[config.mk]
export PLATFORM = sky130hd
export DESIGN_NAME = nibble_serial_subtractor16
export DESIGN_NICKNAME = d
export VERILOG_FILES = /design/src/rtl/nibble_serial_subtractor16.sv
export SDC_FILE = /design/constraint.sdc
export NUM_CORES = 1
export LEC_CHECK = 0
export CORE_MARGIN = 1
export CORE_UTILIZATION = 35
export CTS_CLUSTER_DIAMETER = 100
export DETAILED_ROUTE_END_ITERATION = 10
export GPL_ROUTABILITY_DRIVEN = 0
export SKIP_LAST_GASP = 1
export SLEW_MARGIN = 5
export SYNTH_ARGS = -nofsm -noshare
export SYNTH_HDL_FRONTEND = slang
export SYNTH_SLANG_ARGS = --single-unit
[constraint.sdc]
create_clock -name clk -period 4.5 [get_ports clk]
set_input_delay 0.9 -clock clk [delete_from_list [all_inputs] [get_ports clk]]
set_output_delay 0.9 -clock clk [all_outputs]
set_load 0.1 [all_outputs]
[src/rtl/nibble_serial_subtractor16.sv]
// 16-bit subtractor that processes one nibble per clock, least-significant nibble first.
// Results are published only when a full operation completes.
module nibble_serial_subtractor16 (
   input  logic        clk,
   input  logic        reset_n,
   input  logic        start,
   input  logic [0:15] A,
   input  logic [0:15] B,
   input  logic        bin,
   output logic [0:15] D,
   output logic        bout,
   output logic        ovf,
   output logic        zero,
   output logic        busy,
   output logic        done,
   output logic [1:0]  state_dbg
);

   typedef enum logic [1:0] {
      IDLE = 2'd0,
      RUN  = 2'd1,
      DONE = 2'd2
   } state_t;

   state_t      state_q, state_d;
   logic [1:0]  cnt_q, cnt_d;
   logic [0:15] a_q, a_d;
   logic [0:15] b_q, b_d;
   logic        borrow_q, borrow_d;
   logic [0:15] part_q, part_d;
   logic [0:15] d_q, d_d;
   logic        bout_q, bout_d;
   logic        ovf_q, ovf_d;
   logic        zero_q, zero_d;

   logic [3:0]  nib_base;
   logic [3:0]  a_nib;
   logic [3:0]  b_nib;
   logic [4:0]  diff;
   logic [0:15] res_full;

   // Bit 0 is the MSB, so nibble 0 (least significant) lives at [12:15].
   always_comb begin
      nib_base = 4'd12 - {cnt_q, 2'b00};
      a_nib    = a_q[nib_base +: 4];
      b_nib    = b_q[nib_base +: 4];
      diff     = {1'b0, a_nib} - {1'b0, b_nib} - {4'b0000, borrow_q};
      res_full = part_q;
      res_full[nib_base +: 4] = diff[3:0];
   end

   always_comb begin
      state_d  = state_q;
      cnt_d    = cnt_q;
      a_d      = a_q;
      b_d      = b_q;
      borrow_d = borrow_q;
      part_d   = part_q;
      d_d      = d_q;
      bout_d   = bout_q;
      ovf_d    = ovf_q;
      zero_d   = zero_q;
      case (state_q)
         IDLE: begin
            if (start) begin
               a_d      = A;
               b_d      = B;
               borrow_d = bin;
               cnt_d    = 2'd0;
               part_d   = 16'h0000;
               state_d  = RUN;
            end
         end
         RUN: begin
            part_d   = res_full;
            borrow_d = diff[4];
            if (cnt_q == 2'd3) begin
               // Final nibble: publish the complete result in one step.
               d_d     = res_full;
               bout_d  = diff[4];
               ovf_d   = (a_q[0] != b_q[0]) && (res_full[0] != a_q[0]);
               zero_d  = (res_full == 16'h0000);
               cnt_d   = 2'd0;
               state_d = DONE;
            end else begin
               cnt_d = cnt_q + 2'd1;
            end
         end
         DONE: begin
            state_d = IDLE;
         end
         default: begin
            state_d = IDLE;
         end
      endcase
   end

   always_ff @(posedge clk or negedge reset_n) begin
      if (!reset_n) begin
         state_q  <= IDLE;
         cnt_q    <= 2'd0;
         a_q      <= 16'h0000;
         b_q      <= 16'h0000;
         borrow_q <= 1'b0;
         part_q   <= 16'h0000;
         d_q      <= 16'h0000;
         bout_q   <= 1'b0;
         ovf_q    <= 1'b0;
         zero_q   <= 1'b0;
      end else begin
         state_q  <= state_d;
         cnt_q    <= cnt_d;
         a_q      <= a_d;
         b_q      <= b_d;
         borrow_q <= borrow_d;
         part_q   <= part_d;
         d_q      <= d_d;
         bout_q   <= bout_d;
         ovf_q    <= ovf_d;
         zero_q   <= zero_d;
      end
   end

   assign D         = d_q;
   assign bout      = bout_q;
   assign ovf       = ovf_q;
   assign zero      = zero_q;
   assign busy      = (state_q == RUN);
   assign done      = (state_q == DONE);
   assign state_dbg = state_q;

endmodule

==> flow_summary.ini <==
[placed_design]
place.port_buffers = 58
dp_hpwl_um = 5161

[sta]
skew_ns = 0.008167
period_needed_ns = 3.306
rsz0062_at_grt = no
fin_setup_tns_ns = 0
max_slew_margin_pct = 34.72
min_period_over_period_pct = 73.47
finalSetupViolations = 0
max_freq_ghz = 0.3025
tightest_slew_ns = 0.9761
slew_violations = 0
hold_viol = 0

[layout]
n_fill_cell = 858
diodes = 0
nets = 384
layout_common_cells = 68 x dfrtp_1, 57 x clkdlybuf4s50_1, 31 x mux2_2
syn_to_final_growth_pct = 28.05
final_common_cell = dfrtp_1
final_layout_size_suffix_gt1_share_pct = 20.12

[logic_synthesis]
synth_cells = 277
postSynthAreaPerCell_um2 = 11.95
ys_warn_count = 0
synthXorXnorAreaFrac_pct = 1.853
synth-compound-area-share_pct = 10.85
synth_ff_type = dfrtp_1
synth_simple_gate_area_share_pct = 10.93
synth_nets = 323
yosysSeqAreaShare_pct = 51.42
synth_edf_count = 0
synthAdderAreaFrac_pct = 4.234
synthArstFlopShare_pct = 100.0
synth_top_family_by_area = multiplexers
ys_ff_latch = 68
synth_area_mm2 = 0.003309
synth_cell_types = 46
synth_mux_area_share_pct = 16.94

[clock_tree]
postCtsHoldBufs = 0
clock_latency_ns = 0.34
tritoncts = built
post_cts_buffers = 0
cts_buffers = 9
cts_sinks = 68
cts.repair.resized = 0
cts.path.max_buffers = 2
cts-root-buf = clkbuf_8
h-tree-depth = 3
cts.clk_slew.worst_paths_ns = 0.07

[critical_path]
worstSetupEndpointType = output port
critPathKind = reg2out
ff2ff_path_depth = 8
cp-start-kind = flop
critPathMaxStageDelay_ns = 1.18
worst_ep_arrival_time_ns = 2.41
cp_max_fo = 13
slowest_stage = clkdlybuf4s50_1
r2r-end = zero
cp.required_ns = 3.60
cp_cell_sequence = nand2b_4, inv_1, clkdlybuf4s50_1
cp.buffers_inverters = 2
regToRegSetupSlack_ns = 1.41
timing.rr.start = cnt_q[0]
critical-path-top-delay-family = buffers and inverters

[min_path]
hold_class = reg2reg
min_from = bout
hold_end = bout
min_path_cells = 2

[global_routing]
grt_start_max_net_pins = 36
track_usage_pct = 15.63
antenna_found_initial = 0
grt_pass1_wl_um = 11960
grt_pass1_vias = 2311
grt-ovfl-total = 0

[routing]
drt_wl_total_um = 7046
wl_per_cell_um = 15.52
vias = 2257
drc = 0
dr.first_iter.drc_count = 77
drtPass1Iterations = 4
via_per_inst = 4.971
antenna_left = 0

[run]
drv_cap = 0

[die]
rows = 35
core_area_mm2 = 0.009196
die_w_um = 99.24
pin_count = 59
fp.dieH_um = 99.24
die_area_mm2 = 0.009849
start_util_pct = 35.99

[run_status]
status = completed
==> tightest hold or removal path: stages, from the launching register on <==
cell	delay (ns)
dfrtp_1	0.34
nand2_1	0.05
nand2_1	0.06
==> cell usage after synthesis, drive strengths merged, types with 5 or more instances <==
library cell | count | area share (%)
a22o | 9 | 2.4
nand2 | 27 | 3.1
o21ai | 21 | 3.2
mux2i | 5 | 1.6
a221oi | 6 | 1.6
inv | 17 | 1.9
mux4 | 7 | 4.8
nor3 | 5 | 0.76
nor2b | 6 | 1.1
mux2 | 31 | 11
buf | 6 | 1.2
ha | 8 | 3.0
clkbuf | 6 | 0.68
nor2 | 19 | 2.2
dfrtp | 68 | 51
==> cells by family after synthesis <==
logic type      Yosys count
xor+xnor                  4
buf+inv                  29
flops                    68
simple gates             72
compound gates           51
fa+ha+maj                10
mux                      43
==> state kept, by name, summed over array words and instances, names as in the netlist <==
signal,count
D,16
a_q,16
b_q,16
part_q,12
cnt_q,2
state_dbg,2
borrow_q,1
bout,1
ovf,1
zero,1
==> worst max path at each step <==
stage,start,end,slack (ns),depth (start not counted)
6_report,state_dbg[1],busy,1.19,3
5_1_grt,state_dbg[1],busy,1.09,3
4_1_cts,state_dbg[1],busy,1.15,3
3_5_place_dp,cnt_q[0],zero,1.41,8
3_3_place_gp,cnt_q[0],zero,1.47,8
2_1_floorplan,state_dbg[1],done,1.18,1
==> routing by layer <==
metal	GRT usage [%]	share of wire, %
met1	21.63	49
met2	24.09	46
met3	4.216	3.7
met4	4.638	0.99
met5	0	0
==> stage by stage <==
stage | util [%] | cell area, um^2 | setup slack, ns | hold slack, ns | instances
after floorplan | - | 3309 | 1.183 | 0.4422 | 277
after global placement | 43.48 | 3999 | 1.469 | 0.4592 | 438
after detailed placement | 43.48 | 3999 | 1.410 | 0.4623 | 438
after CTS | 46.08 | 4238 | 1.151 | 0.4805 | 454
after global routing | 46.08 | 4238 | 1.087 | 0.5010 | 454
final | 46.08 | 4238 | 1.194 | 0.4777 | 454
==> layout make-up <==
| class | instances | area, um^2 | share of cell area, % |
|---|---|---|---|
| Sequential cell | 68 | 1702 | 40.15 |
| Multi-Input combinational cell | 180 | 1489 | 35.13 |
| Timing Repair Buffer | 62 | 605.6 | 14.29 |
| Tap cell | 111 | 138.9 | 3.277 |
| Clock buffer | 9 | 123.9 | 2.923 |
| Clock inverter | 7 | 115.1 | 2.716 |
| Inverter | 17 | 63.81 | 1.506 |
Power is not shown: default switching activity piles up to over one toggle a cycle in this logic, so the estimate is an artifact.
